[config.mk]
export PLATFORM = sky130hd
export DESIGN_NAME = hub75_bcm_scan
export DESIGN_NICKNAME = d
export VERILOG_FILES = /design/src/rtl/hub75_bcm_scan.sv
export SDC_FILE = /design/constraint.sdc
export NUM_CORES = 1
export LEC_CHECK = 0
export CAP_MARGIN = 25
export CORE_MARGIN = 2
export CORE_UTILIZATION = 40
export CTS_CLUSTER_SIZE = 24
export DETAILED_ROUTE_END_ITERATION = 8
export HOLD_SLACK_MARGIN = 0.08
export SKIP_LAST_GASP = 1
export SLEW_MARGIN = 20
export SYNTH_ARGS = -nofsm -noshare
export SYNTH_HDL_FRONTEND = slang
export SYNTH_SLANG_ARGS = --single-unit
[constraint.sdc]
create_clock -name clk -period 6.6 [get_ports clk]
set_input_delay 1.32 -clock clk [delete_from_list [all_inputs] [get_ports clk]]
set_output_delay 1.32 -clock clk [all_outputs]
set_load 0.02 [all_outputs]
[src/rtl/hub75_bcm_scan.sv]
// HUB75/HUB75E scan controller: shifts one BCM bit-plane per pass,
// LSB plane first, with display time doubling per plane.
module hub75_bcm_scan #(
  parameter int COLS     = 64,
  parameter int ROW_BITS = 5,
  parameter int DEPTH    = 5,
  parameter int BASE_CYC = 8
) (
  input  logic                              clk,
  input  logic                              resetn,
  input  logic                              enable,
  output logic [ROW_BITS+$clog2(COLS)-1:0]  rd_addr,
  output logic                              rd_en,
  input  logic [6*DEPTH-1:0]                rd_data,
  output logic [5:0]                        rgb,
  output logic [ROW_BITS-1:0]               lines,
  output logic                              hub_ck,
  output logic                              hub_st,
  output logic                              hub_oe,
  output logic                              frame_start
);

  localparam int CB = $clog2(COLS);
  localparam int PW = (DEPTH > 1) ? $clog2(DEPTH) : 1;
  localparam int SHOWMAX = BASE_CYC << (DEPTH - 1);
  localparam int SHIFTN = 2 * COLS + 2;
  localparam int CW =
    $clog2((SHIFTN > SHOWMAX) ? SHIFTN : SHOWMAX) + 1;
  localparam logic [CW-1:0] SHIFT_LAST = CW'(SHIFTN - 1);
  localparam logic [CW-1:0] RD_END = CW'(2 * COLS);
  localparam logic [PW-1:0] PLANE_LAST = PW'(DEPTH - 1);

  typedef enum logic [1:0] {
    S_IDLE, S_SHIFT, S_LATCH, S_SHOW
  } state_t;

  state_t                   r_state;
  logic [CW-1:0]            r_cnt;
  logic [ROW_BITS-1:0]      r_row;
  logic [PW-1:0]            r_plane;
  logic [ROW_BITS+CB-1:0]   r_rd_addr;
  logic                     r_rd_en;
  logic [5:0]               r_rgb;
  logic [ROW_BITS-1:0]      r_lines;
  logic                     r_ck;
  logic                     r_st;
  logic                     r_oe;
  logic                     r_fs;

  logic [CW-1:0]            w_nk;
  logic [CW-1:0]            w_show_last;
  logic                     w_last_plane;
  logic [ROW_BITS-1:0]      w_nrow;
  logic [PW-1:0]            w_nplane;
  logic [DEPTH-1:0]         w_ch;
  logic [5:0]               w_bits;

  assign w_nk = r_cnt + CW'(1);
  assign w_show_last = (CW'(BASE_CYC) << r_plane) - CW'(1);
  assign w_last_plane = (r_plane == PLANE_LAST);
  assign w_nrow = w_last_plane ? r_row + ROW_BITS'(1) : r_row;
  assign w_nplane = w_last_plane ? '0 : r_plane + PW'(1);

  // Pick bit `plane` out of each of the six colour channels.
  always_comb begin
    w_ch = '0;
    w_bits = '0;
    for (int i = 0; i < 6; i++) begin
      w_ch = rd_data[i*DEPTH +: DEPTH];
      w_bits[i] = w_ch[r_plane];
    end
  end

  always_ff @(posedge clk or negedge resetn) begin
    if (!resetn) begin
      r_state   <= S_IDLE;
      r_cnt     <= '0;
      r_row     <= '0;
      r_plane   <= '0;
      r_rd_addr <= '0;
      r_rd_en   <= 1'b0;
      r_rgb     <= '0;
      r_lines   <= '0;
      r_ck      <= 1'b0;
      r_st      <= 1'b0;
      r_oe      <= 1'b1;
      r_fs      <= 1'b0;
    end else begin
      r_fs <= 1'b0;
      unique case (r_state)
        S_IDLE: begin
          r_row   <= '0;
          r_plane <= '0;
          r_cnt   <= '0;
          if (enable) begin
            r_state   <= S_SHIFT;
            r_fs      <= 1'b1;
            r_rd_en   <= 1'b1;
            r_rd_addr <= '0;
          end
        end
        S_SHIFT: begin
          if (r_cnt == SHIFT_LAST) begin
            r_state <= S_LATCH;
            r_st    <= 1'b1;
            r_ck    <= 1'b0;
            r_rd_en <= 1'b0;
            r_lines <= r_row;
          end else begin
            r_cnt     <= w_nk;
            r_rd_en   <= !w_nk[0] && (w_nk < RD_END);
            r_rd_addr <= {r_row, w_nk[CB:1]};
            r_ck      <= w_nk[0] && (w_nk > CW'(1));
            // RAM word arrives one cycle after its read strobe.
            if (!w_nk[0] && (w_nk > CW'(1)))
              r_rgb <= w_bits;
          end
        end
        S_LATCH: begin
          r_state <= S_SHOW;
          r_st    <= 1'b0;
          r_oe    <= 1'b0;
          r_cnt   <= '0;
        end
        S_SHOW: begin
          if (r_cnt == w_show_last) begin
            r_oe  <= 1'b1;
            r_cnt <= '0;
            if (enable) begin
              r_state   <= S_SHIFT;
              r_row     <= w_nrow;
              r_plane   <= w_nplane;
              r_rd_en   <= 1'b1;
              r_rd_addr <= {w_nrow, {CB{1'b0}}};
              r_fs      <= (w_nrow == '0) && (w_nplane == '0);
            end else begin
              r_state   <= S_IDLE;
              r_rgb     <= '0;
              r_row     <= '0;
              r_plane   <= '0;
              r_rd_addr <= '0;
            end
          end else begin
            r_cnt <= r_cnt + CW'(1);
          end
        end
        default: r_state <= S_IDLE;
      endcase
    end
  end

  assign rd_addr     = r_rd_addr;
  assign rd_en       = r_rd_en;
  assign rgb         = r_rgb;
  assign lines       = r_lines;
  assign hub_ck      = r_ck;
  assign hub_st      = r_st;
  assign hub_oe      = r_oe;
  assign frame_start = r_fs;

endmodule

==> impl_metrics.prom, run 1 <==
# TYPE chip_impl_metric gauge
chip_impl_metric{name="port_buffers",unit=""} 59
chip_impl_metric{name="synth_seq_area_share",unit=""} 0.379
chip_impl_metric{name="number_of_instances_in_the_synthesized_netlist",unit=""} 321
chip_impl_metric{name="layout_worst_path_cycle_share",unit=""} 0.605
chip_impl_metric{name="syn_nets",unit=""} 369
chip_impl_metric{name="dpl_hpwl",unit="mm"} 5.47
chip_impl_metric{name="nFillCells",unit=""} 713
chip_impl_metric{name="power-per-cell-area",unit="nW/µm²"} 131
chip_impl_metric{name="preCtsSetupSlack",unit="ns"} 2.39
chip_impl_info{name="setup.worst_path.start_class",value="register"} 1
chip_impl_metric{name="holdWs",unit="ns"} 0.495
chip_impl_metric{name="synth_edf_count",unit=""} 0
chip_impl_info{name="synth-main-ff-cell",value="sky130_fd_sc_hd__dfrtp_1"} 1
chip_impl_metric{name="insertedDiodeCount",unit=""} 0
chip_impl_metric{name="grt_pass1_wl",unit="mm"} 12.6
chip_impl_metric{name="effective_utilization_at_floorplan",unit=""} 0.417
chip_impl_info{name="rsz0062_at_grt",value="false"} 1
chip_impl_metric{name="htree_num_levels",unit=""} 2
chip_impl_info{name="tritoncts",value="built"} 1
chip_impl_info{name="outcome",value="complete, no violations"} 1
chip_impl_metric{name="final_layout_size_suffix_gt1_frac",unit=""} 0.0885
chip_impl_metric{name="tns",unit="ns"} 0
chip_impl_metric{name="tritoncts_buffers",unit=""} 5
chip_impl_metric{name="ys_async_sr_fraction",unit=""} 1.00
chip_impl_metric{name="placed_cells_incl_taps",unit=""} 463
chip_impl_metric{name="tritoncts_num_sinks",unit=""} 46
chip_impl_info{name="cts-root-buf",value="sky130_fd_sc_hd__clkbuf_8"} 1
chip_impl_metric{name="cts.reportedPaths.clkPinSlew",unit="ns"} 0.08
chip_impl_metric{name="vias",unit=""} 2572
chip_impl_metric{name="critPathArrivalTime",unit="ns"} 4.18
chip_impl_metric{name="worst_skew_pair.late_latency",unit="ns"} 0.30
chip_impl_metric{name="sequential_cell_area",unit="µm²"} 1150
chip_impl_metric{name="post_cts_resize_count",unit=""} 0
chip_impl_metric{name="wl",unit="mm"} 7.52
chip_impl_metric{name="cpPeakStageDelay",unit="ns"} 0.65
chip_impl_metric{name="worstPathRequired",unit="ns"} 6.79
chip_impl_metric{name="final_count_of_hold_timing_violations",unit=""} 0
chip_impl_metric{name="die_height",unit="µm"} 91.2
chip_impl_metric{name="multiInputGateArea",unit="µm²"} 1710
chip_impl_info{name="worst_path_max_delay_cell",value="sky130_fd_sc_hd__dfrtp_1"} 1
chip_impl_info{name="timing.rr.start",value="r_plane[2]$_DFFE_PN0P_"} 1
chip_impl_metric{name="first_pass_iters",unit=""} 4
chip_impl_metric{name="design.core.area",unit="µm²"} 7290
chip_impl_metric{name="timing_worst_slew_pin_value",unit="ns"} 0.660
chip_impl_metric{name="drt_iter0_drc",unit=""} 116
chip_impl_info{name="crit_path_end_kind",value="register"} 1
chip_impl_metric{name="irDropWorstVdd",unit="V"} 0.0000660
chip_impl_metric{name="ioPinCount",unit=""} 60
chip_impl_metric{name="post_synth_instance_area",unit="µm²"} 3040
chip_impl_metric{name="cts-hold-fix-buffers",unit=""} 0
chip_impl_metric{name="antenna_violating_nets_post_route",unit=""} 0
chip_impl_info{name="critical_path_class",value="register to register"} 1
chip_impl_metric{name="drv_slew",unit=""} 0
chip_impl_metric{name="cts_buffer_depth",unit=""} 2
chip_impl_metric{name="largest_net_degree_at_the_start_of_global_routing",unit=""} 47
chip_impl_metric{name="postSynthAreaPerCell",unit="µm²"} 9.46
chip_impl_info{name="crit_path_cell_chain",value="clkinv_1, ha_1, xor2_1, or3_1, a2111oi_4, a31oi_2, nor3_2, buf_6, mux2_2"} 1
chip_impl_info{name="hold_class",value="register to register"} 1
chip_impl_metric{name="gpl.final_weighted_congestion",unit=""} 0.824
chip_impl_metric{name="final_nets",unit=""} 420
chip_impl_metric{name="critPathMaxFanout",unit=""} 21
chip_impl_metric{name="global_route.overflow_total",unit=""} 0
chip_impl_metric{name="total_setup_violations_reported_at_the_end_of_the_flow",unit=""} 0
chip_impl_metric{name="yosys.cell_types.count",unit=""} 54
chip_impl_metric{name="final.setup_skew",unit="ns"} 0.00355
chip_impl_metric{name="totalPowerFinal",unit="µW"} 493
chip_impl_metric{name="timing.slew.headroom",unit=""} 0.559
chip_impl_metric{name="finalWorstSetupSlack",unit="ns"} 2.61
chip_impl_metric{name="instances_no_fill",unit=""} 472
chip_impl_metric{name="fp.dieW",unit="µm"} 91.2
chip_impl_info{name="hold_start",value="hub_oe$_DFFE_PN1P_"} 1
chip_impl_metric{name="post_drt_wl_per_cell",unit="µm"} 15.9
chip_impl_metric{name="globalRouteTotalUtil",unit=""} 0.188
chip_impl_metric{name="cap_viol_max_count",unit=""} 0
chip_impl_info{name="final_common_cell",value="sky130_fd_sc_hd__clkdlybuf4s50_1"} 1
chip_impl_metric{name="fin_area",unit="µm²"} 3780
chip_impl_metric{name="first_global_vias",unit=""} 2517
chip_impl_info{name="timing.critical_path.from",value="r_plane[2]$_DFFE_PN0P_"} 1
chip_impl_metric{name="detail_route.vias_per_cell",unit=""} 5.45
chip_impl_metric{name="synth_seq_cells",unit=""} 46
chip_impl_metric{name="floorplan.die_area",unit="µm²"} 8310
chip_impl_metric{name="finalCoreUtilization",unit=""} 0.518
chip_impl_metric{name="max_freq",unit="MHz"} 251
chip_impl_metric{name="area_growth_syn_to_layout",unit="%"} 24.3
chip_impl_metric{name="post_cts_buffers",unit=""} 0
chip_impl_metric{name="timing.reg2reg.setup_slack",unit="ns"} 2.61
chip_impl_metric{name="number_of_warning_messages_in_the_yosys_log",unit=""} 0
chip_impl_metric{name="drt_drc_violations_left",unit=""} 0
chip_impl_metric{name="detailed_place.area",unit="µm²"} 3670
chip_impl_metric{name="final_critical_path_required_period",unit="ns"} 3.99
chip_impl_info{name="commonest_non_fill_non_tap_cells_in_the_layout",value="58 x sky130_fd_sc_hd__clkdlybuf4s50_1, 45 x sky130_fd_sc_hd__dfrtp_1, 31 x sky130_fd_sc_hd__nand2_1, 23 x sky130_fd_sc_hd__inv_1, 20 x sky130_fd_sc_hd__nor2_1"} 1
chip_impl_metric{name="leakage",unit="nW"} 1.61
chip_impl_metric{name="row_count",unit=""} 31
chip_impl_metric{name="antenna_violations_before_repair",unit=""} 0
## layer usage
layer  track usage  wire, µm
met2         0.288      3310
met5             0         0
met1         0.272      3730
met3        0.0349       390
met4        0.0505        95
## critical path: cells and delay by family, from the launching register on
family | cells | cell delay, ns
XOR/XNOR | 1 | 0.16
adder cells (fa/ha/maj) | 1 | 0.36
buffers and inverters | 2 | 0.58
flip-flops | 1 | 0.65
AND/OR/NAND/NOR | 2 | 0.98
AO/OA/AOI/OAI | 2 | 0.81
multiplexers | 1 | 0.33
## path summary, 6_finish.rpt
kind                                          end  depth (start not counted)
setup / recovery           rd_addr[4]$_DFFE_PN0P_                          9
hold / removal                 hub_oe$_DFFE_PN1P_                          2
setup reg to reg           rd_addr[4]$_DFFE_PN0P_                          9
hold reg to reg                hub_oe$_DFFE_PN1P_                          2
max in group asynchronous  rd_addr[8]$_DFFE_PN0P_                          2
min in group asynchronous    r_cnt[5]$_DFFE_PN0N_                          2
## report_power, final
group | leakage, nW | switching [mW] | total, mW | internal [mW]
Sequential | 0.559 | 0 | 0.282 | 0.282
Combinational | 1.01 | 0.00915 | 0.0286 | 0.0194
Clock | 0.0482 | 0.0983 | 0.183 | 0.0847
Total | 1.61 | 0.107 | 0.493 | 0.386
## cell families (layout without fill, tap and decap cells)
kind of cell,count (synthesis),in the layout,share of synthesized area
compound gates,66,66,0.152
simple gates,114,114,0.199
mux,23,23,0.106
flops,46,46,0.379
buf+inv,41,93,0.0564
fa+ha+maj,15,15,0.0618
xor+xnor,16,16,0.0461
## Yosys cell counts (all sizes together) (8+ instances only)
master	count	area (µm²)
a21oi	14	70.1
and3	10	62.6
clkbuf	13	48.8
dfrtp	45	1130
ha	15	188
inv	23	86.3
mux2	13	146
nand2	31	116
nand3	8	40.0
nor2	20	75.1
o21ai	16	80.1
xor2	11	96.3
## final cells by class
type / instances / area share
Timing Repair Buffer: 61 / 0.160
Tap cell: 99 / 0.0328
Inverter: 24 / 0.0239
Sequential cell: 46 / 0.305
Clock buffer: 7 / 0.0229
Clock inverter: 1 / 0.00133
Multi-Input combinational cell: 234 / 0.454
## sequential cells by signal (all words and copies together) (netlist names)
signal and count:
r_state 2, r_cnt 9, rd_en 1, lines 5
frame_start 1, rd_addr 11, rgb 6, hub_ck 1
hub_oe 1, r_plane 3, r_row 5, hub_st 1
No activity file was read; power rests on OpenSTA's default activity.
==> inputs of run 2 (changes only) <==
==> constraint.sdc (replaced) <==
create_clock -name clk -period 3.9 [get_ports clk]
set_input_delay 0.78 -clock clk [delete_from_list [all_inputs] [get_ports clk]]
set_output_delay 0.78 -clock clk [all_outputs]
set_load 0.02 [all_outputs]
==> run 2 against run 1 <==
Worst setup slack got worse by 2.1 ns; first-iteration DRC count increased by 12%; via count decreased by 0.43%; clock skew increased by 0.0070 ns; maximum frequency increased by 17%; power increased by 67%; die area unchanged; combinational power increased by 74%; critical path type unchanged; critical endpoint is now rd_addr[6]$_DFFE_PN0P_; largest power group unchanged.
==> impl_metrics.prom, run 2 (same netlist as run 1, synthesis figures left out) <==
# TYPE chip_impl_metric gauge
chip_impl_info{name="outcome",value="complete, no violations"} 1
chip_impl_metric{name="timing_worst_slew_pin_value",unit="ns"} 0.703
chip_impl_info{name="final_common_cell",value="sky130_fd_sc_hd__clkdlybuf4s50_1"} 1
chip_impl_metric{name="final_nets",unit=""} 423
chip_impl_metric{name="post_cts_resize_count",unit=""} 0
chip_impl_metric{name="largest_net_degree_at_the_start_of_global_routing",unit=""} 28
chip_impl_info{name="timing.rr.start",value="r_plane[1]$_DFFE_PN0P_"} 1
chip_impl_info{name="rsz0062_at_grt",value="false"} 1
chip_impl_metric{name="tritoncts_buffers",unit=""} 5
chip_impl_metric{name="first_global_vias",unit=""} 2562
chip_impl_metric{name="layout_worst_path_cycle_share",unit=""} 0.874
chip_impl_metric{name="leakage",unit="nW"} 1.63
chip_impl_metric{name="wl",unit="mm"} 7.51
chip_impl_metric{name="total_setup_violations_reported_at_the_end_of_the_flow",unit=""} 0
chip_impl_metric{name="insertedDiodeCount",unit=""} 0
chip_impl_metric{name="first_pass_iters",unit=""} 4
chip_impl_metric{name="multiInputGateArea",unit="µm²"} 1710
chip_impl_metric{name="fp.dieW",unit="µm"} 91.2
chip_impl_info{name="commonest_non_fill_non_tap_cells_in_the_layout",value="58 x sky130_fd_sc_hd__clkdlybuf4s50_1, 45 x sky130_fd_sc_hd__dfrtp_1, 31 x sky130_fd_sc_hd__nand2_1, 23 x sky130_fd_sc_hd__inv_1, 20 x sky130_fd_sc_hd__nor2_1"} 1
chip_impl_metric{name="nFillCells",unit=""} 717
chip_impl_metric{name="max_freq",unit="MHz"} 293
chip_impl_metric{name="gpl.final_weighted_congestion",unit=""} 0.874
chip_impl_info{name="cts-root-buf",value="sky130_fd_sc_hd__clkbuf_8"} 1
chip_impl_metric{name="final_critical_path_required_period",unit="ns"} 3.41
chip_impl_metric{name="floorplan.die_area",unit="µm²"} 8310
chip_impl_metric{name="ff2ff_path_depth",unit=""} 11
chip_impl_metric{name="final.setup_skew",unit="ns"} 0.0106
chip_impl_metric{name="cts_buffer_depth",unit=""} 2
chip_impl_metric{name="cap_viol_max_count",unit=""} 0
chip_impl_metric{name="final_count_of_hold_timing_violations",unit=""} 0
chip_impl_metric{name="timing.reg2reg.setup_slack",unit="ns"} 0.49
chip_impl_metric{name="tritoncts_num_sinks",unit=""} 46
chip_impl_info{name="tritoncts",value="built"} 1
chip_impl_metric{name="die_height",unit="µm"} 91.2
chip_impl_metric{name="effective_utilization_at_floorplan",unit=""} 0.417
chip_impl_metric{name="tns",unit="ns"} 0
chip_impl_metric{name="power-per-cell-area",unit="nW/µm²"} 217
chip_impl_info{name="setup.worst_path.start_class",value="register"} 1
chip_impl_info{name="hold_class",value="input port to async pin"} 1
chip_impl_metric{name="detail_route.vias_per_cell",unit=""} 5.39
chip_impl_metric{name="p_seq_frac",unit=""} 0.578
chip_impl_metric{name="design.core.area",unit="µm²"} 7290
chip_impl_metric{name="antenna_violations_before_repair",unit=""} 0
chip_impl_metric{name="largest_reg_flops",unit=""} 11
chip_impl_metric{name="htree_num_levels",unit=""} 2
chip_impl_metric{name="internal",unit="µW"} 637
chip_impl_metric{name="drt_iter0_drc",unit=""} 130
chip_impl_metric{name="global_route.overflow_total",unit=""} 0
chip_impl_info{name="reg2reg_to",value="rd_addr[6]$_DFFE_PN0P_"} 1
chip_impl_metric{name="globalRouteTotalUtil",unit=""} 0.188
chip_impl_metric{name="irDropWorstVdd",unit="V"} 0.000127
chip_impl_metric{name="drt_drc_violations_left",unit=""} 0
chip_impl_metric{name="worst_skew_pair.late_latency",unit="ns"} 0.30
chip_impl_metric{name="area_growth_syn_to_layout",unit="%"} 25.3
chip_impl_metric{name="post_cts_buffers",unit=""} 0
chip_impl_metric{name="power_frac_comb",unit=""} 0.061
chip_impl_metric{name="critPathMaxFanout",unit=""} 11
chip_impl_metric{name="drv_slew",unit=""} 0
chip_impl_metric{name="holdWs",unit="ns"} 0.436
chip_impl_metric{name="ioPinCount",unit=""} 60
chip_impl_info{name="critical_path_class",value="register to register"} 1
chip_impl_metric{name="final_layout_size_suffix_gt1_frac",unit=""} 0.0984
chip_impl_metric{name="cts-hold-fix-buffers",unit=""} 0
chip_impl_metric{name="worstPathRequired",unit="ns"} 4.08
chip_impl_metric{name="critPathArrivalTime",unit="ns"} 3.59
chip_impl_metric{name="port_buffers",unit=""} 59
chip_impl_metric{name="post_drt_wl_per_cell",unit="µm"} 15.8
chip_impl_metric{name="power.switching",unit="µW"} 188
chip_impl_metric{name="row_count",unit=""} 31
chip_impl_info{name="crit_path_end_kind",value="register"} 1
chip_impl_metric{name="power_frac_clock",unit=""} 0.362
chip_impl_metric{name="timing.slew.headroom",unit=""} 0.526
chip_impl_metric{name="sequential_cell_area",unit="µm²"} 1150
chip_impl_metric{name="grt_pass1_wl",unit="mm"} 12.8
chip_impl_metric{name="vias",unit=""} 2561
chip_impl_metric{name="swShare",unit=""} 0.228
chip_impl_metric{name="dpl_hpwl",unit="mm"} 5.64
chip_impl_metric{name="antenna_violating_nets_post_route",unit=""} 0
chip_impl_metric{name="cts.reportedPaths.clkPinSlew",unit="ns"} 0.09
-- run 2: cell type report --
cell class              instances  area share
repair buffers                 64       0.167
clock inverters                 3     0.00559
inverters                      24      0.0237
well taps                      99      0.0325
clock buffers                   5      0.0181
multi-input cells             234       0.450
flip-flops and latches         46       0.303
-- run 2: worst max-delay path, stage by stage, from the launching register on --
cell	delay, ns
sky130_fd_sc_hd__dfrtp_1	0.54
sky130_fd_sc_hd__inv_1	0.14
sky130_fd_sc_hd__ha_1	0.32
sky130_fd_sc_hd__nand2b_1	0.14
sky130_fd_sc_hd__ha_1	0.27
sky130_fd_sc_hd__nor4b_1	0.16
sky130_fd_sc_hd__a211oi_1	0.26
sky130_fd_sc_hd__xor2_1	0.40
sky130_fd_sc_hd__a31oi_2	0.27
sky130_fd_sc_hd__nor3_2	0.20
sky130_fd_sc_hd__buf_4	0.24
sky130_fd_sc_hd__mux2_2	0.36
-- run 2: worst max path at each step --
stage | slack (ns) | start | endpoint
3_3_place_gp | 0.64 | r_plane[1]$_DFFE_PN0P_ | r_cnt[5]$_DFFE_PN0N_
2_1_floorplan | 0.70 | r_plane[0]$_DFFE_PN0P_ | rd_addr[10]$_DFFE_PN0P_
4_1_cts | 0.49 | r_plane[1]$_DFFE_PN0P_ | rd_addr[6]$_DFFE_PN0P_
3_5_place_dp | 0.51 | r_plane[1]$_DFFE_PN0P_ | r_cnt[8]$_DFFE_PN0N_
6_report | 0.49 | r_plane[1]$_DFFE_PN0P_ | rd_addr[6]$_DFFE_PN0P_
5_1_grt | 0.16 | r_plane[1]$_DFFE_PN0P_ | r_cnt[1]$_DFFE_PN0N_
-- run 2: through the flow --
stage | cells | total power [mW] | setup WS (ns) | cell area [µm²] | util
finish | 475 | 0.825 | 0.491 | 3810 | 0.522
detailed placement | 467 | 0.537 | 0.506 | 3720 | 0.510
floorplan | 321 | 0.493 | 0.697 | 3040 | -
CTS | 475 | 0.833 | 0.485 | 3810 | 0.522
global route | 475 | 0.862 | 0.155 | 3810 | 0.522
global placement | 466 | 0.534 | 0.640 | 3700 | 0.507
-- run 2: power groups by stage --
stage | clock network [mW] | registers, mW | logic, mW
after floorplan | 0 | 0.486 | 0.00642
after global placement | 0 | 0.486 | 0.0479
after detailed placement | 0 | 0.486 | 0.0511
after CTS | 0.305 | 0.477 | 0.0513
after global routing | 0.331 | 0.477 | 0.0543
final | 0.298 | 0.477 | 0.0499
-- run 2: layer usage --
layer,vias up,wire (µm),GRT usage,share of wire
li1,1257,-,-,-
met1,1219,3690,0.277,0.49
met2,81,3360,0.289,0.45
met3,4,407,0.0332,0.054
met4,0,51,0.0455,0.0068
met5,-,0,0,0
==> inputs of run 3 (changes only) <==
--- a/config.mk
+++ b/config.mk
@@ -11,7 +11,6 @@
 export CTS_CLUSTER_SIZE = 24
 export DETAILED_ROUTE_END_ITERATION = 8
 export HOLD_SLACK_MARGIN = 0.08
-export SKIP_LAST_GASP = 1
 export SLEW_MARGIN = 20
 export SYNTH_ARGS = -nofsm -noshare
 export SYNTH_HDL_FRONTEND = slang
==> results of run 3 <==
No change in the layout: final DEF, timing and power equal those of run 2.
==> patch 1: new RTL, settings of run 3 <==
Register the inputs `enable` and `rd_data` before use, with the module's reset. The logic sees them one clock later.
--- a/src/rtl/hub75_bcm_scan.sv
+++ b/src/rtl/hub75_bcm_scan.sv
@@ -35,4 +35,17 @@
   } state_t;
 
+  logic enable_q;
+  logic [6*DEPTH-1:0] rd_data_q;
+
+  always_ff @(posedge clk or negedge resetn) begin
+    if (!resetn) begin
+      enable_q  <= '0;
+      rd_data_q <= '0;
+    end else begin
+      enable_q  <= enable;
+      rd_data_q <= rd_data;
+    end
+  end
+
   state_t                   r_state;
   logic [CW-1:0]            r_cnt;
@@ -67,5 +80,5 @@
     w_bits = '0;
     for (int i = 0; i < 6; i++) begin
-      w_ch = rd_data[i*DEPTH +: DEPTH];
+      w_ch = rd_data_q[i*DEPTH +: DEPTH];
       w_bits[i] = w_ch[r_plane];
     end
@@ -93,5 +106,5 @@
           r_plane <= '0;
           r_cnt   <= '0;
-          if (enable) begin
+          if (enable_q) begin
             r_state   <= S_SHIFT;
             r_fs      <= 1'b1;
@@ -127,5 +140,5 @@
             r_oe  <= 1'b1;
             r_cnt <= '0;
-            if (enable) begin
+            if (enable_q) begin
               r_state   <= S_SHIFT;
               r_row     <= w_nrow;
Function: changed (a bounded check fails within 4 cycles, from zero or initial values and one cycle with resetn low).
==> patch 1 against run 3 <==
Synthesized area increased by 27%. Via count increased by 10%. Power grew to 3.3 times the old value. Largest cell class is now registers. Design area grew 25%. Hold slack got worse by 79 ps. Sequential cell count increased by 31. Setup slack worse by 40 ps. Largest power group is now combinational cells. Routed wire length increased by 8.1%.
==> patch 1: results (changes against run 3) <==
largest net degree at the start of global routing -> 78 (+180%)
DRT Wirelength -> 8.12 mm (+8.1%)
RR Endpoint -> rd_addr[7]
count of different cell masters after synthesis -> 57 (+5.6%)
vias in the first global route -> 2683 (+4.7%)
Largest register FFs -> 30 (+19)
r2r setup slk -> 450 ps (-40 ps)
critical-path maximum fanout -> 16 (+5)
Skew-Pair Late Insertion Delay -> 360 ps (+60 ps)
via count -> 2824 (+10%)
Compound-Gate Fraction of Synth Area -> 0.115 (-0.0373)
top post-synthesis cells by area -> dfrtp_1 (49%), mux2_2 (6.4%), ha_1 (4.9%), nand2_1 (3.6%), mux4_2 (3.5%)
Adder-Cell Fraction of Synth Area -> 0.0487 (-0.0130)
Largest stage delay, worst path -> 600 ps (+60 ps)
H-tree levels -> 3 (+1)
Syn Nets -> 401 (+8.7%)
share of cells above drive strength 1 -> 0.146 (+0.0472)
RD Place Congestion -> 0.805 (-7.9%)
Num CTS Buffers -> 9 (+4)
status -> finished clean
Slew @ Worst Pin -> 786 ps (+82.6 ps)
xor and xnor fraction of the mapped netlist area -> 0.0409 (-0.00518)
Final #Nets -> 455 (+7.6%)
most instantiated cells after synthesis -> dfrtp_1 (76), nand2_1 (37), mux2_2 (22), nor2_1 (22), inv_1 (18)
Iteration-0 DRC Markers -> 182 (+40%)
gr usage total -> 0.166 (-0.0228)
mux cell area share after synthesis -> 0.110 (+0.00400)
DP HPWL -> 5.66 mm (+0.40%)
VDD IR max -> 0.000201 V (+58%)
==> patch 1: worst max path at each step <==
stage,to,slack (ps)
finish,rd_addr[7],450
global route,rd_addr[3],190
CTS,rd_addr[6],420
detailed placement,rd_addr[10],440
global placement,rd_addr[5],550
floorplan,rd_addr[10],520
==> patch 1: layer usage <==
layer	wire length [um]	part of all wire	up-vias	global-route usage
li1	-	-	1365	-
met1	3800	0.47	1381	0.234
met2	3900	0.48	68	0.256
met3	310	0.038	10	0.0321
met4	100	0.012	0	0.0585
met5	0	0	-	0
==> patch 1: cell families after synthesis <==
group / after synthesis
and+or+nand+nor: 113
AOI/OAI and AO/OA: 58
buffers and inverters: 40
adders and majority gates: 15
DFF: 77
xor gates and xnor gates: 18
muxes: 32
==> patch 1: report_power, final <==
part / internal (uW) / total (uW) / leakage [uW] / switching, uW
registers: 903 / 990 / 0.000977 / 86.9
logic: 494 / 1120 / 0.000947 / 631
clock network: 245 / 578 / 0.0000936 / 333
total: 1640 / 2690 / 0.00202 / 1050
==> patch 1: critical path, delay by kind of cell, from the launching register on <==
family          cells  cell delay, ps
xor+xnor            1             170
simple gates        2             260
buf+inv             2             400
flops               1             600
mux                 1             360
compound gates      3            1050
fa+ha+maj           2             500
==> patch 1: metrics by stage <==
| stage | area [um^2] | std cells | setup WS (ps) | total power (uW) |
|---|---|---|---|---|
| floorplan | 3850 | 353 | 523 | 1770 |
| global placement | 4540 | 524 | 550 | 2120 |
| detailed placement | 4540 | 524 | 436 | 2130 |
| CTS | 4740 | 540 | 416 | 2720 |
| global route | 4760 | 541 | 190 | 2880 |
| finish | 4760 | 541 | 450 | 2690 |
==> patch 1: final cells by class <==
type,count,area (um^2)
Clock buffer,9,124
Clock inverter,7,67.6
Fill cell,850,4520
Inverter,18,67.6
Multi-Input combinational cell,236,1760
Sequential cell,77,1930
Tap cell,129,161
Timing Repair Buffer,65,653
==> patch 2: new RTL, config.mk and constraints of run 3 <==
Without the edit above. Set the parameter `BASE_CYC` to 4 (it was 8).
--- a/src/rtl/hub75_bcm_scan.sv
+++ b/src/rtl/hub75_bcm_scan.sv
@@ -5,5 +5,5 @@
   parameter int ROW_BITS = 5,
   parameter int DEPTH    = 5,
-  parameter int BASE_CYC = 8
+  parameter int BASE_CYC = 4
 ) (
   input  logic                              clk,
Function: same outputs for any inputs over 10 cycles, from zero or initial values and one cycle with resetn low; that may be too few to reach the edited logic, so the function may still have changed.
==> patch 2 against run 3 <==
Routed wire length is 0.84% lower. Synthesized area increased by 0.12%. Via count fell by 2.8%. Design area decreased by 2.0%. Hold slack got worse by 25 ps. Sequential cell count did not move. Non-clock buffer count shrank 2. Setup slack worse by 48 ps. Global-route usage shrank 0.75 points.
Power is not compared: it rests on default switching activity, and its combinational part moved more than twofold at a synthesized area within 25%.
==> patch 2: results (changes against run 3) <==
Ys Warns -> 0 (unchanged)
DP HPWL -> 5.57 mm (-1.3%)
Syn Nets -> 368 (-0.27%)
via count -> 2490 (-2.8%)
global-route wire length before repair -> 12.0 mm (-6.1%)
count of different cell masters after synthesis -> 61 (+13%)
via density per instance -> 5.38 (-0.25%)
synthesized area per cell -> 9.48 um^2 (+0.12%)
top post-synthesis cells by area -> dfrtp_1 (37%), ha_1 (5.8%), mux2i_1 (4.3%), mux2_2 (4.1%), nand2_1 (3.8%)
Final #Nets -> 411 (-2.8%)
H-tree levels -> 2 (unchanged)
leading area contributor after synthesis -> dfrtp_1
Seq/Total Area, Yosys -> 0.379 (-0.000468)
hold slack -> 411 ps (-24.8 ps)
Num CTS Buffers -> 5 (unchanged)
antenna violations before repair -> 0 (unchanged)
largest net degree at the start of global routing -> 29 (+3.6%)
Largest register FFs -> 11 (unchanged)
Post-CTS Setup Bufs -> 0 (unchanged)
critical-path maximum fanout -> 13 (+2)
placed cell count -> 456 (-2.4%)
vias in the first global route -> 2406 (-6.1%)
diode count -> 0 (unchanged)
VDD IR max -> 0.000295 V
Slew @ Worst Pin -> 823 ps (+121 ps)
Switch Pwr -> 898 uW
LEAKAGE -> 0.00153 uW
Setup Skew -> 7.77 ps (-2.82 ps)
status -> finished clean
f_max -> 289 MHz (-1.4%)
placed standard-cell area -> 0.00365 mm^2 (-1.8%)
Worst Path Arrival -> 3640 ps (+50 ps)
most instantiated cells after synthesis -> dfrtp_1 (45), nand2_1 (31), nor2_1 (18)
RD Place Congestion -> 0.832 (-4.8%)
PostCTS Resize Cnt -> 0 (unchanged)
routed length per instance -> 16.1 um (+1.7%)
clock tree buffer depth -> 2 (unchanged)
r2r setup slk -> 440 ps (-50 ps)
Clock Tree Root -> clkbuf_8
Iteration-0 DRC Markers -> 150 (+15%)
Setup WS pre-CTS -> 478 ps (-28.2 ps)
post-synthesis async set-or-reset flop share -> 1.00 (unchanged)
Layout fillers -> 721 (+0.56%)
gr usage total -> 0.181 (-0.00752)
share of cells above drive strength 1 -> 0.0989 (+0.000497)
[patch 2: area by class of cell]
class / instances / area (um^2) / area share
flip-flops and latches: 46 / 1150 / 0.309
repair buffers: 62 / 621 / 0.166
clock inverters: 2 / 10.0 / 0.00268
multi-input cells: 235 / 1700 / 0.456
inverters: 14 / 52.6 / 0.0141
well taps: 99 / 124 / 0.0332
clock buffers: 5 / 68.8 / 0.0185
[patch 2: routing by layer]
metal	global-route usage	up-vias	share of wire
li1	-	1246	-
met2	0.294	29	0.49
met3	0.0257	8	0.028
met1	0.251	1207	0.47
met4	0.0530	0	0.011
met5	0	-	0
[patch 2: final timing paths]
check	from	end	cells after the start
min in group clk	hub_oe	hub_oe	2
setup / recovery	r_plane[0]	rd_addr[7]	8
max in group asynchronous	resetn	r_state[1]	2
hold reg to reg	hub_oe	hub_oe	2
hold / removal	resetn	r_cnt[6]	1
setup reg to reg	r_plane[0]	rd_addr[7]	8
[patch 2: logic make-up (layout without fill, tap and decap cells)]
group,after synthesis,after routing,share of synthesized area
AOI/OAI and AO/OA,83,83,0.207
xor gates and xnor gates,14,14,0.0428
adders and majority gates,14,14,0.0576
buffers and inverters,40,83,0.0621
DFF,46,46,0.379
muxes,26,26,0.0909
and+or+nand+nor,98,98,0.161
[patch 2: critical path, cell delays in order (launching register included)]
cell      delay, ps
dfrtp_1         630
clkinv_1        380
ha_1            430
nor3_1          220
nor2_1           70
xnor2_1         210
o31ai_4         430
nand3_1         490
mux2_1          470
[patch 2: power groups by stage]
stage | clock, uW | sequential, uW | combinational, uW
3_3_place_gp | 0 | 674 | 1090
3_5_place_dp | 0 | 674 | 1100
5_1_grt | 314 | 681 | 1190
4_1_cts | 295 | 666 | 1100
6_report | 287 | 666 | 1100
2_1_floorplan | 0 | 701 | 749
